[src/rtl/nice_gemm_pkg.sv]
// Shared NICE GEMM encoding: instruction fields, funct7 map, FSM states and descriptor layout.
// Used by both the host-side issuer and the accelerator decode.
package nice_gemm_pkg;

    localparam logic [6:0] NICE_OPCODE   = 7'b0101011;
    localparam logic [2:0] NICE_FUNCT3   = 3'b011;

    localparam logic [6:0] CFG_ROWS      = 7'b0000001;
    localparam logic [6:0] CFG_COLS_BIAS = 7'b0000010;
    localparam logic [6:0] CFG_ADDR      = 7'b0000100;
    localparam logic [6:0] CFG_OFFS      = 7'b0001000;
    localparam logic [6:0] CFG_ACT       = 7'b0010000;
    localparam logic [6:0] CFG_QUANT     = 7'b0100000;
    localparam logic [6:0] START         = 7'b1000000;

    localparam int         NUM_CFG       = 6;
    localparam logic [2:0] START_IDX     = 3'd6;

    localparam int STAT_CFG_ERR   = 0;
    localparam int STAT_CFG_NAK   = 1;
    localparam int STAT_MULTI_ERR = 2;
    localparam int STAT_TIMEOUT   = 3;

    typedef enum logic [1:0] {
        ST_IDLE,
        ST_ISSUE,
        ST_WAIT_MC,
        ST_DONE
    } issuer_state_e;

    typedef struct packed {
        logic [31:0] rhs_rows;
        logic [31:0] lhs_rows;
        logic [31:0] rhs_cols;
        logic [31:0] bias_addr;
        logic [31:0] lhs_addr;
        logic [31:0] rhs_addr;
        logic [31:0] lhs_offset;
        logic [31:0] dst_offset;
        logic [31:0] act_min;
        logic [31:0] act_max;
        logic [31:0] dst_multi_addr;
        logic [31:0] dst_shifts_addr;
        logic [31:0] dst_addr;
    } gemm_desc_t;

    function automatic logic [31:0] build_instr(input logic [6:0] funct7);
        return {funct7, 10'b0, NICE_FUNCT3, 5'b0, NICE_OPCODE};
    endfunction

    function automatic logic [6:0] idx_funct7(input logic [2:0] idx);
        logic [6:0] f;
        case (idx)
            3'd0:    f = CFG_ROWS;
            3'd1:    f = CFG_COLS_BIAS;
            3'd2:    f = CFG_ADDR;
            3'd3:    f = CFG_OFFS;
            3'd4:    f = CFG_ACT;
            3'd5:    f = CFG_QUANT;
            default: f = START;
        endcase
        return f;
    endfunction

    // Lowest set mask bit at or above 'from'; START_IDX when none is left.
    function automatic logic [2:0] next_idx(input logic [5:0] mask, input logic [2:0] from);
        logic [2:0] r;
        r = START_IDX;
        for (int i = NUM_CFG - 1; i >= 0; i--)
            if (mask[i] && (3'(i) >= from)) r = 3'(i);
        return r;
    endfunction

    // {rs1, rs2} for a given instruction index.
    function automatic logic [63:0] operands(input gemm_desc_t d, input logic [2:0] idx);
        logic [63:0] r;
        case (idx)
            3'd0:    r = {d.rhs_rows,       d.lhs_rows};
            3'd1:    r = {d.rhs_cols,       d.bias_addr};
            3'd2:    r = {d.lhs_addr,       d.rhs_addr};
            3'd3:    r = {d.lhs_offset,     d.dst_offset};
            3'd4:    r = {d.act_min,        d.act_max};
            3'd5:    r = {d.dst_multi_addr, d.dst_shifts_addr};
            default: r = {d.dst_addr,       32'h0};
        endcase
        return r;
    endfunction

endpackage

[src/rtl/nice_gemm_issuer_if.sv]
// NICE request/response channel between the issuer (master) and the GEMM accelerator (slave).
interface nice_gemm_issuer_if;
    logic        nice_req_valid;
    logic        nice_req_ready;
    logic [31:0] nice_req_instr;
    logic [31:0] nice_req_rs1;
    logic [31:0] nice_req_rs2;
    logic [31:0] nice_req_rs1_1;
    logic [31:0] nice_req_rs2_1;
    logic        nice_req_mmode;
    logic        nice_rsp_1cyc_type;
    logic        nice_rsp_1cyc_err;
    logic [31:0] nice_rsp_1cyc_dat;
    logic [31:0] nice_rsp_1cyc_dat_1;
    logic        nice_rsp_multicyc_valid;
    logic        nice_rsp_multicyc_ready;
    logic [31:0] nice_rsp_multicyc_dat;
    logic        nice_rsp_multicyc_err;

    modport master (
        output nice_req_valid, nice_req_instr, nice_req_rs1, nice_req_rs2,
               nice_req_rs1_1, nice_req_rs2_1, nice_req_mmode, nice_rsp_multicyc_ready,
        input  nice_req_ready, nice_rsp_1cyc_type, nice_rsp_1cyc_err, nice_rsp_1cyc_dat,
               nice_rsp_1cyc_dat_1, nice_rsp_multicyc_valid, nice_rsp_multicyc_dat,
               nice_rsp_multicyc_err
    );

    modport slave (
        input  nice_req_valid, nice_req_instr, nice_req_rs1, nice_req_rs2,
               nice_req_rs1_1, nice_req_rs2_1, nice_req_mmode, nice_rsp_multicyc_ready,
        output nice_req_ready, nice_rsp_1cyc_type, nice_rsp_1cyc_err, nice_rsp_1cyc_dat,
               nice_rsp_1cyc_dat_1, nice_rsp_multicyc_valid, nice_rsp_multicyc_dat,
               nice_rsp_multicyc_err
    );
endinterface

[src/rtl/nice_gemm_issuer.sv]
// Issues the masked GEMM config instructions plus START over NICE, then waits for completion.
// Reports done pulse and sticky {timeout, multi_err, cfg_nak, cfg_err} status.
module nice_gemm_issuer
    import nice_gemm_pkg::*;
#(
    parameter int unsigned TIMEOUT_CYCLES = 1048576
) (
    input  logic                      nice_clk,
    input  logic                      nice_rst_n,
    input  logic                      cmd_valid,
    output logic                      cmd_ready,
    input  logic [5:0]                cmd_cfg_mask,
    input  logic [31:0]               cmd_rhs_rows,
    input  logic [31:0]               cmd_lhs_rows,
    input  logic [31:0]               cmd_rhs_cols,
    input  logic [31:0]               cmd_bias_addr,
    input  logic [31:0]               cmd_lhs_addr,
    input  logic [31:0]               cmd_rhs_addr,
    input  logic [31:0]               cmd_lhs_offset,
    input  logic [31:0]               cmd_dst_offset,
    input  logic [31:0]               cmd_act_min,
    input  logic [31:0]               cmd_act_max,
    input  logic [31:0]               cmd_dst_multi_addr,
    input  logic [31:0]               cmd_dst_shifts_addr,
    input  logic [31:0]               cmd_dst_addr,
    nice_gemm_issuer_if.master        nice,
    output logic                      busy,
    output logic                      done,
    output logic [3:0]                status
);

    // A zero timeout still needs a 1-bit counter; it simply never expires.
    localparam int unsigned     CNT_W   = (TIMEOUT_CYCLES > 0) ? $clog2(TIMEOUT_CYCLES + 1) : 1;
    localparam logic [CNT_W-1:0] CNT_MAX = CNT_W'(TIMEOUT_CYCLES);

    issuer_state_e    state_q, state_d;
    logic [2:0]       idx_q;
    logic [5:0]       mask_q;
    gemm_desc_t       desc_q, desc_in;
    logic [CNT_W-1:0] cnt_q;

    logic       accept, req_hs, mc_hs, expired;
    logic [2:0] idx_first, idx_nxt;

    assign desc_in = '{
        rhs_rows:        cmd_rhs_rows,
        lhs_rows:        cmd_lhs_rows,
        rhs_cols:        cmd_rhs_cols,
        bias_addr:       cmd_bias_addr,
        lhs_addr:        cmd_lhs_addr,
        rhs_addr:        cmd_rhs_addr,
        lhs_offset:      cmd_lhs_offset,
        dst_offset:      cmd_dst_offset,
        act_min:         cmd_act_min,
        act_max:         cmd_act_max,
        dst_multi_addr:  cmd_dst_multi_addr,
        dst_shifts_addr: cmd_dst_shifts_addr,
        dst_addr:        cmd_dst_addr
    };

    assign accept    = cmd_valid & cmd_ready;
    assign req_hs    = nice.nice_req_valid & nice.nice_req_ready;
    assign mc_hs     = nice.nice_rsp_multicyc_valid & nice.nice_rsp_multicyc_ready;
    assign expired   = (TIMEOUT_CYCLES != 0) && (cnt_q == CNT_MAX);
    assign idx_first = next_idx(cmd_cfg_mask, 3'd0);
    assign idx_nxt   = next_idx(mask_q, idx_q + 3'd1);

    assign nice.nice_req_rs1_1 = 32'h0;
    assign nice.nice_req_rs2_1 = 32'h0;
    assign nice.nice_req_mmode = 1'b0;

    logic unused_rsp;
    assign unused_rsp = ^{nice.nice_rsp_1cyc_dat, nice.nice_rsp_1cyc_dat_1[31:1],
                          nice.nice_rsp_multicyc_dat};

    always_ff @(posedge nice_clk or negedge nice_rst_n) begin
        if (!nice_rst_n) state_q <= ST_IDLE;
        else             state_q <= state_d;
    end

    always_comb begin
        state_d = state_q;
        case (state_q)
            ST_IDLE:    if (accept) state_d = ST_ISSUE;
            ST_ISSUE:   if (req_hs && idx_q == START_IDX) state_d = ST_WAIT_MC;
            ST_WAIT_MC: if (mc_hs || expired) state_d = ST_DONE;
            default:    state_d = ST_IDLE;
        endcase
    end

    always_comb begin
        cmd_ready                    = (state_q == ST_IDLE);
        nice.nice_rsp_multicyc_ready = (state_q == ST_WAIT_MC);
    end

    // Request outputs are preloaded one cycle ahead so each handshake is followed
    // directly by the next instruction.
    always_ff @(posedge nice_clk or negedge nice_rst_n) begin
        if (!nice_rst_n) begin
            idx_q               <= 3'd0;
            mask_q              <= 6'd0;
            desc_q              <= '0;
            cnt_q               <= '0;
            nice.nice_req_valid <= 1'b0;
            nice.nice_req_instr <= 32'h0;
            nice.nice_req_rs1   <= 32'h0;
            nice.nice_req_rs2   <= 32'h0;
            busy                <= 1'b0;
            done                <= 1'b0;
            status              <= 4'h0;
        end else begin
            done <= 1'b0;
            case (state_q)
                ST_IDLE: if (accept) begin
                    desc_q              <= desc_in;
                    mask_q              <= cmd_cfg_mask;
                    status              <= 4'h0;
                    busy                <= 1'b1;
                    idx_q               <= idx_first;
                    nice.nice_req_valid <= 1'b1;
                    nice.nice_req_instr <= build_instr(idx_funct7(idx_first));
                    {nice.nice_req_rs1, nice.nice_req_rs2} <= operands(desc_in, idx_first);
                end
                ST_ISSUE: if (req_hs) begin
                    if (idx_q != START_IDX) begin
                        status[STAT_CFG_ERR] <= status[STAT_CFG_ERR] | nice.nice_rsp_1cyc_err;
                        status[STAT_CFG_NAK] <= status[STAT_CFG_NAK] | ~nice.nice_rsp_1cyc_type
                                                | ~nice.nice_rsp_1cyc_dat_1[0];
                        idx_q               <= idx_nxt;
                        nice.nice_req_instr <= build_instr(idx_funct7(idx_nxt));
                        {nice.nice_req_rs1, nice.nice_req_rs2} <= operands(desc_q, idx_nxt);
                    end else begin
                        nice.nice_req_valid <= 1'b0;
                        nice.nice_req_instr <= 32'h0;
                        nice.nice_req_rs1   <= 32'h0;
                        nice.nice_req_rs2   <= 32'h0;
                        cnt_q               <= '0;
                    end
                end
                ST_WAIT_MC: begin
                    // Completion handshake takes priority over a same-cycle expiry.
                    if (mc_hs) begin
                        status[STAT_MULTI_ERR] <= nice.nice_rsp_multicyc_err;
                        done                   <= 1'b1;
                        busy                   <= 1'b0;
                    end else if (expired) begin
                        status[STAT_TIMEOUT] <= 1'b1;
                        done                 <= 1'b1;
                        busy                 <= 1'b0;
                    end else if (cnt_q != CNT_MAX) begin
                        cnt_q <= cnt_q + 1'b1;
                    end
                end
                default: ;
            endcase
        end
    end

endmodule
[src/flat_wrapper.sv]
// flat-port wrapper written by rule: the top's interface ports become plain ports
module nice_gemm_issuer_flat import nice_gemm_pkg::*;
#(
    parameter int unsigned TIMEOUT_CYCLES = 1048576
)
  (nice_clk, nice_rst_n, cmd_valid, cmd_ready, cmd_cfg_mask, cmd_rhs_rows, cmd_lhs_rows, cmd_rhs_cols, cmd_bias_addr, cmd_lhs_addr, cmd_rhs_addr, cmd_lhs_offset, cmd_dst_offset, cmd_act_min, cmd_act_max, cmd_dst_multi_addr, cmd_dst_shifts_addr, cmd_dst_addr, busy, done, status, nice_nice_req_valid, nice_nice_req_instr, nice_nice_req_rs1, nice_nice_req_rs2, nice_nice_req_rs1_1, nice_nice_req_rs2_1, nice_nice_req_mmode, nice_nice_rsp_multicyc_ready, nice_nice_req_ready, nice_nice_rsp_1cyc_type, nice_nice_rsp_1cyc_err, nice_nice_rsp_1cyc_dat, nice_nice_rsp_1cyc_dat_1, nice_nice_rsp_multicyc_valid, nice_nice_rsp_multicyc_dat, nice_nice_rsp_multicyc_err);
  nice_gemm_issuer_if nice_i ();
  input  logic nice_clk;
  input  logic nice_rst_n;
  input  logic cmd_valid;
  output logic cmd_ready;
  input  logic [5:0] cmd_cfg_mask;
  input  logic [31:0] cmd_rhs_rows;
  input  logic [31:0] cmd_lhs_rows;
  input  logic [31:0] cmd_rhs_cols;
  input  logic [31:0] cmd_bias_addr;
  input  logic [31:0] cmd_lhs_addr;
  input  logic [31:0] cmd_rhs_addr;
  input  logic [31:0] cmd_lhs_offset;
  input  logic [31:0] cmd_dst_offset;
  input  logic [31:0] cmd_act_min;
  input  logic [31:0] cmd_act_max;
  input  logic [31:0] cmd_dst_multi_addr;
  input  logic [31:0] cmd_dst_shifts_addr;
  input  logic [31:0] cmd_dst_addr;
  output logic busy;
  output logic done;
  output logic [3:0] status;
  output wire logic [$bits(nice_i.nice_req_valid)-1:0] nice_nice_req_valid;
  output wire logic [$bits(nice_i.nice_req_instr)-1:0] nice_nice_req_instr;
  output wire logic [$bits(nice_i.nice_req_rs1)-1:0] nice_nice_req_rs1;
  output wire logic [$bits(nice_i.nice_req_rs2)-1:0] nice_nice_req_rs2;
  output wire logic [$bits(nice_i.nice_req_rs1_1)-1:0] nice_nice_req_rs1_1;
  output wire logic [$bits(nice_i.nice_req_rs2_1)-1:0] nice_nice_req_rs2_1;
  output wire logic [$bits(nice_i.nice_req_mmode)-1:0] nice_nice_req_mmode;
  output wire logic [$bits(nice_i.nice_rsp_multicyc_ready)-1:0] nice_nice_rsp_multicyc_ready;
  input wire logic [$bits(nice_i.nice_req_ready)-1:0] nice_nice_req_ready;
  input wire logic [$bits(nice_i.nice_rsp_1cyc_type)-1:0] nice_nice_rsp_1cyc_type;
  input wire logic [$bits(nice_i.nice_rsp_1cyc_err)-1:0] nice_nice_rsp_1cyc_err;
  input wire logic [$bits(nice_i.nice_rsp_1cyc_dat)-1:0] nice_nice_rsp_1cyc_dat;
  input wire logic [$bits(nice_i.nice_rsp_1cyc_dat_1)-1:0] nice_nice_rsp_1cyc_dat_1;
  input wire logic [$bits(nice_i.nice_rsp_multicyc_valid)-1:0] nice_nice_rsp_multicyc_valid;
  input wire logic [$bits(nice_i.nice_rsp_multicyc_dat)-1:0] nice_nice_rsp_multicyc_dat;
  input wire logic [$bits(nice_i.nice_rsp_multicyc_err)-1:0] nice_nice_rsp_multicyc_err;
  assign nice_nice_req_valid = nice_i.nice_req_valid;
  assign nice_nice_req_instr = nice_i.nice_req_instr;
  assign nice_nice_req_rs1 = nice_i.nice_req_rs1;
  assign nice_nice_req_rs2 = nice_i.nice_req_rs2;
  assign nice_nice_req_rs1_1 = nice_i.nice_req_rs1_1;
  assign nice_nice_req_rs2_1 = nice_i.nice_req_rs2_1;
  assign nice_nice_req_mmode = nice_i.nice_req_mmode;
  assign nice_nice_rsp_multicyc_ready = nice_i.nice_rsp_multicyc_ready;
  assign nice_i.nice_req_ready = nice_nice_req_ready;
  assign nice_i.nice_rsp_1cyc_type = nice_nice_rsp_1cyc_type;
  assign nice_i.nice_rsp_1cyc_err = nice_nice_rsp_1cyc_err;
  assign nice_i.nice_rsp_1cyc_dat = nice_nice_rsp_1cyc_dat;
  assign nice_i.nice_rsp_1cyc_dat_1 = nice_nice_rsp_1cyc_dat_1;
  assign nice_i.nice_rsp_multicyc_valid = nice_nice_rsp_multicyc_valid;
  assign nice_i.nice_rsp_multicyc_dat = nice_nice_rsp_multicyc_dat;
  assign nice_i.nice_rsp_multicyc_err = nice_nice_rsp_multicyc_err;
  nice_gemm_issuer #(.TIMEOUT_CYCLES(TIMEOUT_CYCLES)) u_core (.nice_clk(nice_clk), .nice_rst_n(nice_rst_n), .cmd_valid(cmd_valid), .cmd_ready(cmd_ready), .cmd_cfg_mask(cmd_cfg_mask), .cmd_rhs_rows(cmd_rhs_rows), .cmd_lhs_rows(cmd_lhs_rows), .cmd_rhs_cols(cmd_rhs_cols), .cmd_bias_addr(cmd_bias_addr), .cmd_lhs_addr(cmd_lhs_addr), .cmd_rhs_addr(cmd_rhs_addr), .cmd_lhs_offset(cmd_lhs_offset), .cmd_dst_offset(cmd_dst_offset), .cmd_act_min(cmd_act_min), .cmd_act_max(cmd_act_max), .cmd_dst_multi_addr(cmd_dst_multi_addr), .cmd_dst_shifts_addr(cmd_dst_shifts_addr), .cmd_dst_addr(cmd_dst_addr), .nice(nice_i), .busy(busy), .done(done), .status(status));
endmodule
[config.mk]
export PLATFORM = sky130hd
export DESIGN_NAME = nice_gemm_issuer_flat
export DESIGN_NICKNAME = d
export VERILOG_FILES = /design/src/rtl/nice_gemm_pkg.sv /design/src/rtl/nice_gemm_issuer_if.sv /design/src/rtl/nice_gemm_issuer.sv /design/src/flat_wrapper.sv
export SDC_FILE = /design/constraint.sdc
export NUM_CORES = 1
export LEC_CHECK = 0
export CAP_MARGIN = 15
export CORE_AREA = 2 2 273 275
export DETAILED_ROUTE_END_ITERATION = 8
export DIE_AREA = 0 0 275 277
export SLEW_MARGIN = 20
export SYNTH_ARGS = -nofsm -noshare
export SYNTH_HDL_FRONTEND = slang
export SYNTH_SLANG_ARGS = --single-unit
[constraint.sdc]
create_clock -name nice_clk -period 6.6 [get_ports nice_clk]
set_input_delay 1.65 -clock nice_clk [delete_from_list [all_inputs] [get_ports nice_clk]]
set_output_delay 1.65 -clock nice_clk [all_outputs]
set_load 0.01 [all_outputs]
Yosys cells after proc, flatten, opt, wreduce, memory -nomap -nowiden. Index checks and enable logic that the tools add are counted.

Flip-flop bits (word level): 551. Bits of input ports: 526. Output and inout port bits: 170. Word-level logic and storage cells: 153.

Add/subtract/negate cells: 2. $lt $le $gt $ge: 6. Equality and inequality tests: 28. Muxes and demuxes: 60. Bitwise operators: 8. Reduce and logical (&&, ||, !) cells: 23.

Operators with widths (number): one-hot mux 64 bit (6 select lines) (2); two-way mux 32 bit (9); one-hot mux 32 bit (2 select lines) (3); two-way mux 21 bit (5); one-hot mux 7 bit (6 select lines) (2); one-hot mux 21 bit (2 select lines) (1); two-way mux 3 bit (13); adder 21 x 1 -> 21 bit, second input constant (1); == test 21 bit, second input constant (1); != test 21 bit, second input constant (1); != test 2 bit, second input constant (8); == test 3 bit, second input constant (5); two-way mux 2 bit (7); == test 3 x 2 -> 1 bit, second input constant (4); AND reduction 3 bit (4); AND reduction 4 bit (3); two-way mux 1 bit (11); one-hot mux 2 bit (2 select lines) (2); logical AND 1 bit (7); == test 3 x 1 -> 1 bit, second input constant (2); >= comparator 1 x 3 -> 1 bit, first input constant (2); >= comparator 2 x 3 -> 1 bit, first input constant (2); >= comparator 3 bit, first input constant (2); logical NOT 3 bit (2); 17 further kinds (28).

Longest topological paths before layout. Gate-level depths: netlist of run 1.

Depth after elaboration: 14. Depth in mapped cells: 12. Depth with buffers taken out: 8.

Worst setup path after synthesis of run 1. No wires, ideal clock.

Kind: input to register. Start point: in cmd_cfg_mask[1]. End point: reg u_core.nice.nice_req_rs2[10]. Arrival time: 3.393 ns. Required time: 6.474 ns. Setup slack: 3.081 ns. Cell stages on the path: 8. Path buffers: 3. Path through: clkbuf_1 or4_1 or3_1 clkbuf_1 nand2_1 clkbuf_1 a21oi_1 a221o_1.

Cells in the longest elaborated chain, start to end: 6. Elaborated cells between the ends (all ways): 11. Those cells by class: eq/ne: 5; mux: 5; reduce/logical: 1.

RTL lines: start, declared (RTL line flat_wrapper.sv:12) `input logic [5:0] cmd_cfg_mask;`; two-way mux 3 bit * (2 in a row) (RTL line nice_gemm_pkg.sv:70) `if (mask[i] && (3'(i) >= from)) r = 3'(i);`; == test 3 bit, or another cell as far along (RTL line nice_gemm_pkg.sv:77) `case (idx)`; one-hot mux 64 bit (6 select lines) * (RTL line nice_gemm_pkg.sv:77); two-way mux 32 bit * (RTL line nice_gemm_issuer.sv:114) `ST_IDLE: if (accept) begin`; one-hot mux 32 bit (2 select lines) * (RTL line nice_gemm_issuer.sv:113) `case (state_q)`; end signal, assigned (RTL line nice_gemm_issuer.sv:122) `{nice.nice_req_rs1, nice.nice_req_rs2} <= operands(desc_in, idx_first);`; end signal, assigned (RTL line nice_gemm_issuer.sv:131) `{nice.nice_req_rs1, nice.nice_req_rs2} <= operands(desc_q, idx_nxt);`; end, declared (RTL line nice_gemm_issuer_if.sv:21) `output nice_req_valid, nice_req_instr, nice_req_rs1, nice_req_rs2,`.

Mark *: on every way between the ends. The rest lies on a longest branch, timed or not. The select of a mux whose other input is x is not followed. A chain may end at the register's enable or synchronous reset.

Worst setup path after layout of run 1.
Start point: reg u_core.idx_q[0]. End point: reg u_core.nice.nice_req_rs2[30].

Cells in the longest elaborated chain, start to end: 14. Elaborated cells between the ends (all ways): 30. Those cells by class: add/sub: 1; order compare: 6; eq/ne: 6; mux: 10; reduce/logical: 7.

RTL lines: start, declared (RTL line nice_gemm_issuer.sv:37) `logic [2:0] idx_q;`; start signal, assigned (RTL line nice_gemm_issuer.sv:119) `idx_q <= idx_first;`; start signal, assigned (RTL line nice_gemm_issuer.sv:129) `idx_q <= idx_nxt;`; adder 3 x 1 -> 3 bit (RTL line nice_gemm_issuer.sv:66) `assign idx_nxt = next_idx(mask_q, idx_q + 3'd1);`; >= comparator 3 bit (RTL line nice_gemm_pkg.sv:70); logical AND 1 bit (RTL line nice_gemm_pkg.sv:70); two-way mux 2 bit (RTL line nice_gemm_pkg.sv:70); two-way mux 3 bit (5 in a row) (RTL line nice_gemm_pkg.sv:70); == test 3 bit, or another cell as far along (RTL line nice_gemm_pkg.sv:77); one-hot mux 64 bit (6 select lines) (RTL line nice_gemm_pkg.sv:77); two-way mux 32 bit * (RTL line nice_gemm_issuer.sv:125) `if (idx_q != START_IDX) begin`; two-way mux 32 bit * (RTL line nice_gemm_issuer.sv:124) `ST_ISSUE: if (req_hs) begin`; one-hot mux 32 bit (2 select lines) * (RTL line nice_gemm_issuer.sv:113).

Marked as above.

==> Flow_metrics.wiki, run 1 <==
{| class="wikitable"
! Metric !! Value
|-
| Wire length of the first global-routing pass || 163000 um
|-
| Leading cell type in the layout, fill and taps excluded || nand2_1
|-
| Data arrival time of the critical path || 4.84 ns
|-
| Number of optimization iterations in the first detailed-route pass || 6
|-
| Number of top-level pins || ~700
|-
| Share of total power consumed by net switching || between 20% and 30%
|-
| Clock group share of total power || 45.4%
|-
| Power density of the placed cells || 206 mW/mm2
|-
| Slowest CP cell || xnor2_4
|-
| Worst hold path endpoint || u_core.desc_q[359]
|-
| Drt first-iter violations || 2830
|-
| Cell-internal power || approximately 5400 uW
|-
| Type of the worst setup path || reg2reg
|-
| Met3 Resource Use GR || 5.05%
|-
| Synth-to-layout area growth || 28.0%
|-
| GPL Wtd Cong || 0.817
|-
| Critical path's largest stage delay || between 0.7 and 0.8 ns
|-
| Minimum period implied by the final worst setup slack || 4.35 ns
|-
| Share of power burned in combinational logic || 9.3%
|-
| R2r setup slk || 2.25 ns
|-
| Die Wd || 275 um
|-
| Setup repair after global routing missed its margin || no
|-
| Type of element capturing the critical path || flop
|-
| Antenna-violating nets left || 0
|-
| Count of unique library cells instantiated by Yosys || 66
|-
| Crit-path most repeated cell || buf_4
|-
| EDFF count, synth || 0
|-
| Synthesized area divided by synthesized cell count || 8.18 um2
|-
| Nets || around 4200
|-
| Detail-routed net length per standard cell || 23.3 um
|-
| Launching instance or port of the critical path || u_core.idx_q[0]
|-
| Buffer count from post-CTS setup fixing || 0
|-
| R2R cell count || 9
|-
| Detailed-route DRC error count || 0
|-
| Fraction of registers with async set or reset after synthesis || 100%
|-
| Clock Root Buffer || clkbuf_16
|-
| Total half-perimeter wirelength after legalization and detailed placement || 66400 um
|-
| GR peak layer || met2
|-
| Startpoint of the worst register-to-register path || u_core.idx_q[0]
|-
| Final Cycle Share || 65.9%
|-
| Number of antenna violations at the first check in global routing || 26
|-
| Total number of vias || 26200
|-
| Worst Path Buf+Inv || 2
|-
| Cells resized by post-CTS repair || 0
|-
| Commonest cells after routing, fill and taps aside || nand2_1, dfrtp_1, clkdlybuf4s50_1, a21oi_1, o21ai_0
|-
| GRT met1 Usage || between 30% and 40%
|-
| GRT overflow || 0
|-
| # rows || 100
|-
| Die height || between 200 and 300 um
|-
| Total net switching power || 1740 uW
|-
| Depth of the CTS H-tree || 2
|-
| Hold Fails Final Rpt || 0
|-
| Portion of total power attributed to sequential cells || 45.3%
|-
| Die Outline Area || 0.0762 mm2
|-
| TritonCTS clock tree || built
|-
| Proportion of layout cells with a drive suffix above 1 || 4.72%
|-
| Number of clock buffers inserted by TritonCTS || 60
|-
| Class of the most critical hold timing path || reg2reg
|-
| Hold Buf Count CTS || 0
|-
| Reg-to-reg endpoint || u_core.nice.nice_req_rs2[30]
|-
| Final setup violation count || 0
|-
| Total Neg Setup Slack || 0 ns
|-
| Post-CTS clock slew at the launch and capture registers of the worst setup and hold paths || 0.06 ns
|-
| Synthesized flop and latch total || approximately 530
|-
| Worst Path Required || about 7 ns
|-
| Count of input and output buffers || 516
|-
| Worst-skew pair later-pin latency || a little over 0.6 ns
|-
| YS warnings || 0
|-
| Largest net degree at the start of global routing || 208
|-
| Relative slew slack || ~16%
|-
| Cells after Synth || 3303
|-
| Largest buffer count on any clock path || 3
|-
| Prevailing post-synth register cell || dfrtp_1
|-
| Fin Hold WS || about 0.46 ns
|-
| Category of the worst setup path launch point || flop
|-
| Hold Path Cell Cnt || 2
|-
| Outcome || finished, final reports clean
|-
| Maximum VDD drop || 0.193 mV
|-
| Transition time at the pin with the least slew margin || 1.26 ns
|-
| Post-synth design cell area || 0.0270 mm2
|-
| Sequential element share of the synthesized area || 48.8%
|-
| Grt met2 use || 43.6%
|-
| Vias in the first global route || roughly 26000
|-
| Max Cap Viol || 0
|-
| Beginning of the worst hold path || u_core.desc_q[359]
|-
| Overall track demand over capacity in global routing || 28.0%
|-
| Core ar. || about 0.074 mm2
|-
| Leakage power of the design || between 0.015 and 0.02 uW
|-
| Fmax || 0.230 GHz
|-
| Count of pins over their slew limit || 0
|-
| Routed wire length || approximately 110000 um
|-
| Crit-path cells || ha_1, xnor2_4, buf_4, nand2_1, o2111ai_4, buf_4, a21oi_1, a211o_1, a221o_1
|-
| Number of vias per cell || between 5 and 6
|-
| Sink Count || between 500 and 600
|-
| Clock tree skew after final layout || 0.0188 ns
|-
| Cell type group with the largest total delay on the critical path || buffers and inverters
|-
| Biggest fanout along the worst timing path || 42
|-
| Starting Density || between 30 and 40%
|}
final cells by class:
class                           count  area (um2)
Sequential cell                   527       13200
Tap cell                          969        1210
Inverter                           36         135
Antenna cell                       23        57.6
Timing Repair Buffer              566        5650
Clock inverter                     20         146
Clock buffer                       85        1740
Multi-Input combinational cell   2475       12400
Fill cell                        7304       39000
cells in the mapped netlist (37+ instances only):
cell type  instances  area [um2]
nand2_1         1398        5250
nor2_1            62         233
a21oi_1          144         721
o21ai_0          124         621
and3_1            39         244
buf_4             89         668
nor3_1            53         265
a221oi_1          63         552
dfrtp_1          527       13200
a31oi_1           37         231
nand3_1           62         310
a221o_1          106        1060
clkbuf_1         223         837
kinds of logic (layout without fill, tap and decap cells):
family                     after synthesis  after routing  synth area share [%]
other                                    1            107                0.0139
AOI/OAI and AO/OA                      663            663                  17.6
muxes                                    3              3                 0.116
DFF                                    527            527                  48.8
and+or+nand+nor                       1709           1709                  26.0
adders and majority gates               10             10                 0.463
buffers and inverters                  384            707                  6.77
xor gates and xnor gates                 6              6                 0.222
flip-flops by register name, indices dropped and copies added (netlist names), 2 cells and up:
name,count
u_core.nice.nice_req_rs1,32
u_core.nice.nice_req_instr,8
u_core.idx_q,3
u_core.desc_q,416
u_core.mask_q,6
u_core.state_q,2
u_core.status,4
u_core.cnt_q,21
u_core.nice.nice_req_rs2,32
through the flow:
step / setup WS [ns] / utilization, % / instance area (um2) / cells / power [uW]
after floorplan: 3.08 / - / 27300 / 3386 / 3490
after global placement: 2.05 / 44.4 / 32600 / 4573 / 3950
after detailed placement: 2.04 / 44.4 / 32600 / 4573 / 3950
after CTS: 2.34 / 46.9 / 34500 / 4678 / 7200
after global routing: 2.16 / 47.0 / 34600 / 4700 / 7380
final: 2.25 / 47.0 / 34600 / 4701 / 7140
how the worst max path moves through the flow:
stage	end	slack, ns	cells past startpoint
5_1_grt	u_core.nice.nice_req_rs1[30]	2.16	9
3_5_place_dp	u_core.nice.nice_req_rs2[31]	2.04	7
3_3_place_gp	u_core.nice.nice_req_rs2[31]	2.05	8
4_1_cts	u_core.nice.nice_req_rs2[30]	2.34	9
2_1_floorplan	u_core.nice.nice_req_rs2[10]	3.08	8
6_report	u_core.nice.nice_req_rs2[30]	2.25	9
per-layer routing:
layer / part of all wire [%] / wire length (um)
met1: 42 / 46000
met2: 46 / 50700
met3: 8.3 / 9140
met4: 3.4 / 3760
met5: 0.047 / 51
power groups by stage:
| stage | Combinational [uW] | Sequential, uW | Clock [uW] |
|---|---|---|---|
| 6_report | 661 | 3230 | 3240 |
| 5_1_grt | 699 | 3230 | 3450 |
| 4_1_cts | 657 | 3230 | 3310 |
| 3_5_place_dp | 654 | 3290 | 0 |
| 3_3_place_gp | 658 | 3290 | 0 |
| 2_1_floorplan | 197 | 3290 | 0 |
tightest hold or removal path, stage by stage (launching register included):
cell,delay [ns]
dfrtp_1,0.33
nand2_1,0.05
nand2_1,0.05
Power figures use the tool's default switching activity.
==> run 2, diff against run 1 <==
==> constraint.sdc (replaced) <==
create_clock -name nice_clk -period 4.45 [get_ports nice_clk]
set_input_delay 1.1125 -clock nice_clk [delete_from_list [all_inputs] [get_ports nice_clk]]
set_output_delay 1.1125 -clock nice_clk [all_outputs]
set_load 0.01 [all_outputs]
==> run 2 against run 1 <==
Compared with the run above: utilization grew 0.61 points; clock power grew 58%; critical path depth shrank 1; setup slack lost 1.4 ns; final cell count grew 0.57%; largest cell class unchanged.
==> Flow_metrics.wiki, run 2 (synthesis results as in run 1) <==
{| class="wikitable"
! Metric !! Value
|-
| Starting Density || 36.7% (unchanged)
|-
| Sink Count || 527 (unchanged)
|-
| Number of cells on the critical path || 8 (was 9)
|-
| Final Non-Filler Cells || 4728 (was 4701)
|-
| Reg-to-reg endpoint || u_core.nice.nice_req_rs2[25] (was u_core.nice.nice_req_rs2[30])
|-
| Beginning of the worst hold path || u_core.desc_q[401] (was u_core.desc_q[359])
|-
| Critical path's largest stage delay || 0.81 ns (was 0.79 ns)
|-
| Wire length of the first global-routing pass || 163000 um (about the same)
|-
| Outcome || finished, final reports clean (unchanged)
|-
| Total Neg Setup Slack || 0 ns (unchanged)
|-
| Proportion of layout cells with a drive suffix above 1 || 5.43% (was 4.72%)
|-
| Hold Buf Count CTS || 0 (unchanged)
|-
| Detailed-route DRC error count || 0 (unchanged)
|-
| Data arrival time of the critical path || 4.15 ns (was 4.84 ns)
|-
| Cell type group with the largest total delay on the critical path || compound AO/OA/AOI/OAI gates (was buffers and inverters)
|-
| R2r setup slk || 0.80 ns (was 2.25 ns)
|-
| Post-CTS clock slew at the launch and capture registers of the worst setup and hold paths || 0.06 ns (about the same)
|-
| Final setup violation count || 0 (unchanged)
|-
| Worst hold path endpoint || u_core.desc_q[401] (was u_core.desc_q[359])
|-
| Max Cap Viol || 0 (unchanged)
|-
| # rows || 100 (unchanged)
|-
| Type of element capturing the critical path || flop (unchanged)
|-
| Clock tree skew after final layout || 0.0255 ns (was 0.0188 ns)
|-
| Reg with most FFs || u_core.desc_q (unchanged)
|-
| Biggest fanout along the worst timing path || 36 (was 42)
|-
| Synth-to-layout area growth || 29.7% (was 28.0%)
|-
| Number of antenna violations at the first check in global routing || 19 (was 26)
|-
| Leading cell type in the layout, fill and taps excluded || nand2_1 (unchanged)
|-
| Largest register FFs || 416 (unchanged)
|-
| Design Power || 10900 uW (was 7140 uW)
|-
| Vias in the first global route || 25900 (was 25700)
|-
| Transition time at the pin with the least slew margin || 1.17 ns (was 1.26 ns)
|-
| Die Outline Area || 0.0762 mm2 (unchanged)
|-
| Class of the most critical hold timing path || reg2reg (unchanged)
|-
| Category of the worst setup path launch point || flop (unchanged)
|-
| Slowest CP cell || xnor2_4 (unchanged)
|-
| Maximum VDD drop || 0.289 mV (was 0.193 mV)
|-
| Fmax || 0.274 GHz (was 0.230 GHz)
|-
| Hold Path Cell Cnt || 2 (unchanged)
|-
| Hold Fails Final Rpt || 0 (unchanged)
|-
| Number of optimization iterations in the first detailed-route pass || 8 (was 6)
|-
| Routed wire length || 109000 um (was 110000 um)
|-
| R2R cell count || 8 (was 9)
|-
| Crit-path cells || ha_1, xnor2_4, nand2_1, o2111ai_4, buf_12, a21oi_1, nand4b_1, a221o_1 (was ha_1, xnor2_4, buf_4, nand2_1, o2111ai_4, buf_4, a21oi_1, a211o_1, a221o_1)
|-
| Largest net degree at the start of global routing || 193 (was 208)
|-
| Clock Root Buffer || clkbuf_16 (unchanged)
|-
| Number of top-level pins || 696 (unchanged)
|-
| Cells resized by post-CTS repair || 0 (unchanged)
|-
| Nets || 4226 (was 4202)
|-
| Relative slew slack || 21.9% (was 16.1%)
|-
| Buffer count from post-CTS setup fixing || 0 (unchanged)
|-
| Worst Path Required || 4.95 ns (was 7.09 ns)
|-
| Type of the worst setup path || reg2reg (unchanged)
|-
| Detail-routed net length per standard cell || 23.1 um (was 23.3 um)
|-
| Worst Path Buf+Inv || 1 (was 2)
|-
| GPL Wtd Cong || 0.831 (was 0.817)
|-
| Worst-skew pair later-pin latency || 0.64 ns (was 0.62 ns)
|-
| Count of filler cells inserted in the layout || 7189 (was 7304)
|-
| Depth of the CTS H-tree || 2 (unchanged)
|-
| Core ar. || 0.0736 mm2 (unchanged)
|-
| Leakage power of the design || 0.0168 uW (was 0.0166 uW)
|-
| Die Wd || 275 um (unchanged)
|-
| Power density of the placed cells || 312 mW/mm2 (was 206 mW/mm2)
|-
| Die height || 277 um (unchanged)
|-
| Commonest cells after routing, fill and taps aside || nand2_1, dfrtp_1, clkdlybuf4s50_1, a21oi_1, o21ai_0 (unchanged)
|-
| Number of clock buffers inserted by TritonCTS || 60 (unchanged)
|-
| # placed instances || 4597 (was 4573)
|-
| Largest buffer count on any clock path || 3 (unchanged)
|-
| Total number of vias || 26200 (about the same)
|-
| Minimum period implied by the final worst setup slack || 3.65 ns (was 4.35 ns)
|-
| Final Instance Area || 0.0350 mm2 (was 0.0346 mm2)
|-
| Overall track demand over capacity in global routing || 28.1% (was 28.0%)
|-
| GRT overflow || 0 (unchanged)
|-
| Number of vias per cell || 5.54 (was 5.58)
|-
| Antenna-violating nets left || 0 (unchanged)
|-
| Drt first-iter violations || 2660 (was 2830)
|-
| Final Util || 47.6% (was 47.0%)
|-
| Count of pins over their slew limit || 0 (unchanged)
|-
| Total half-perimeter wirelength after legalization and detailed placement || 68800 um (was 66400 um)
|-
| Registers with the most flip-flops || u_core.desc_q: 416 flops, u_core.nice.nice_req_rs1: 32 flops, u_core.nice.nice_req_rs2: 32 flops (unchanged)
|-
| Placed inst area || 0.0330 mm2 (was 0.0326 mm2)
|-
| Final Cycle Share || 81.9% (was 65.9%)
|-
| Setup repair after global routing missed its margin || no (unchanged)
|-
| TritonCTS clock tree || built (unchanged)
|-
| Count of input and output buffers || 516 (unchanged)
|-
| Startpoint of the worst register-to-register path || u_core.idx_q[0] (unchanged)
|}
==> run 2: cell types whose count changed in the layout (fill, tap and decap cells not counted), moves of 3 or more <==
cell	before	now
clkbuf_8	12	15
diode_2	23	18
bufinv_16	1	4
buf_12	9	21
clkbuf_1	12	15
buf_4	43	55
==> run 2: power breakdown <==
part | switching (uW) | internal [uW] | total (uW)
Clock | 2120 | 2990 | 5120
Sequential | 2.21 | 4790 | 4800
Combinational | 542 | 463 | 1010
Total | 2670 | 8250 | 10900
==> run 2: final cells by class <==
cell class              instances  area (um2)  area share [%]
well taps                     969        1210            3.46
inverters                      36         135           0.386
diodes                         18        45.0           0.129
repair buffers                590        5980            17.1
clock inverters                22         230           0.657
multi-input cells            2475       12400            35.5
flip-flops and latches        527       13200            37.7
clock buffers                  91        1790            5.11
==> run 2: worst max path at each step <==
stage	from	end	slack, ns
detailed placement	cmd_cfg_mask[3]	u_core.nice.nice_req_rs1[2]	0.65
floorplan	cmd_cfg_mask[1]	u_core.nice.nice_req_rs2[10]	1.47
finish	u_core.idx_q[0]	u_core.nice.nice_req_rs2[25]	0.80
global placement	cmd_cfg_mask[3]	u_core.nice.nice_req_rs1[21]	0.70
CTS	u_core.idx_q[0]	u_core.nice.nice_req_rs2[23]	0.65
global route	u_core.idx_q[0]	u_core.nice.nice_req_rs2[25]	0.68
==> run 2: per-stage QoR <==
step                      setup slack (ns)  hold slack [ns]
after CTS                            0.654            0.469
after global routing                 0.676            0.477
after global placement               0.703            0.450
after detailed placement             0.650            0.454
after floorplan                       1.47            0.437
final                                0.804            0.465
==> run 2: layer usage <==
metal | global-route usage, % | up-vias | part of all wire (%)
li1 | - | 11900 | -
met1 | 38.5 | 12800 | 42
met2 | 44.4 | 1237 | 47
met3 | 4.42 | 216 | 7.8
met4 | 11.0 | 4 | 3.4
met5 | 0 | - | 0.025
==> run 2: worst min-delay path, cell delays in order, from the launching register on <==
cell and delay [ns]:
dfrtp_1 0.33, nand2_1 0.05, nand2_1 0.05
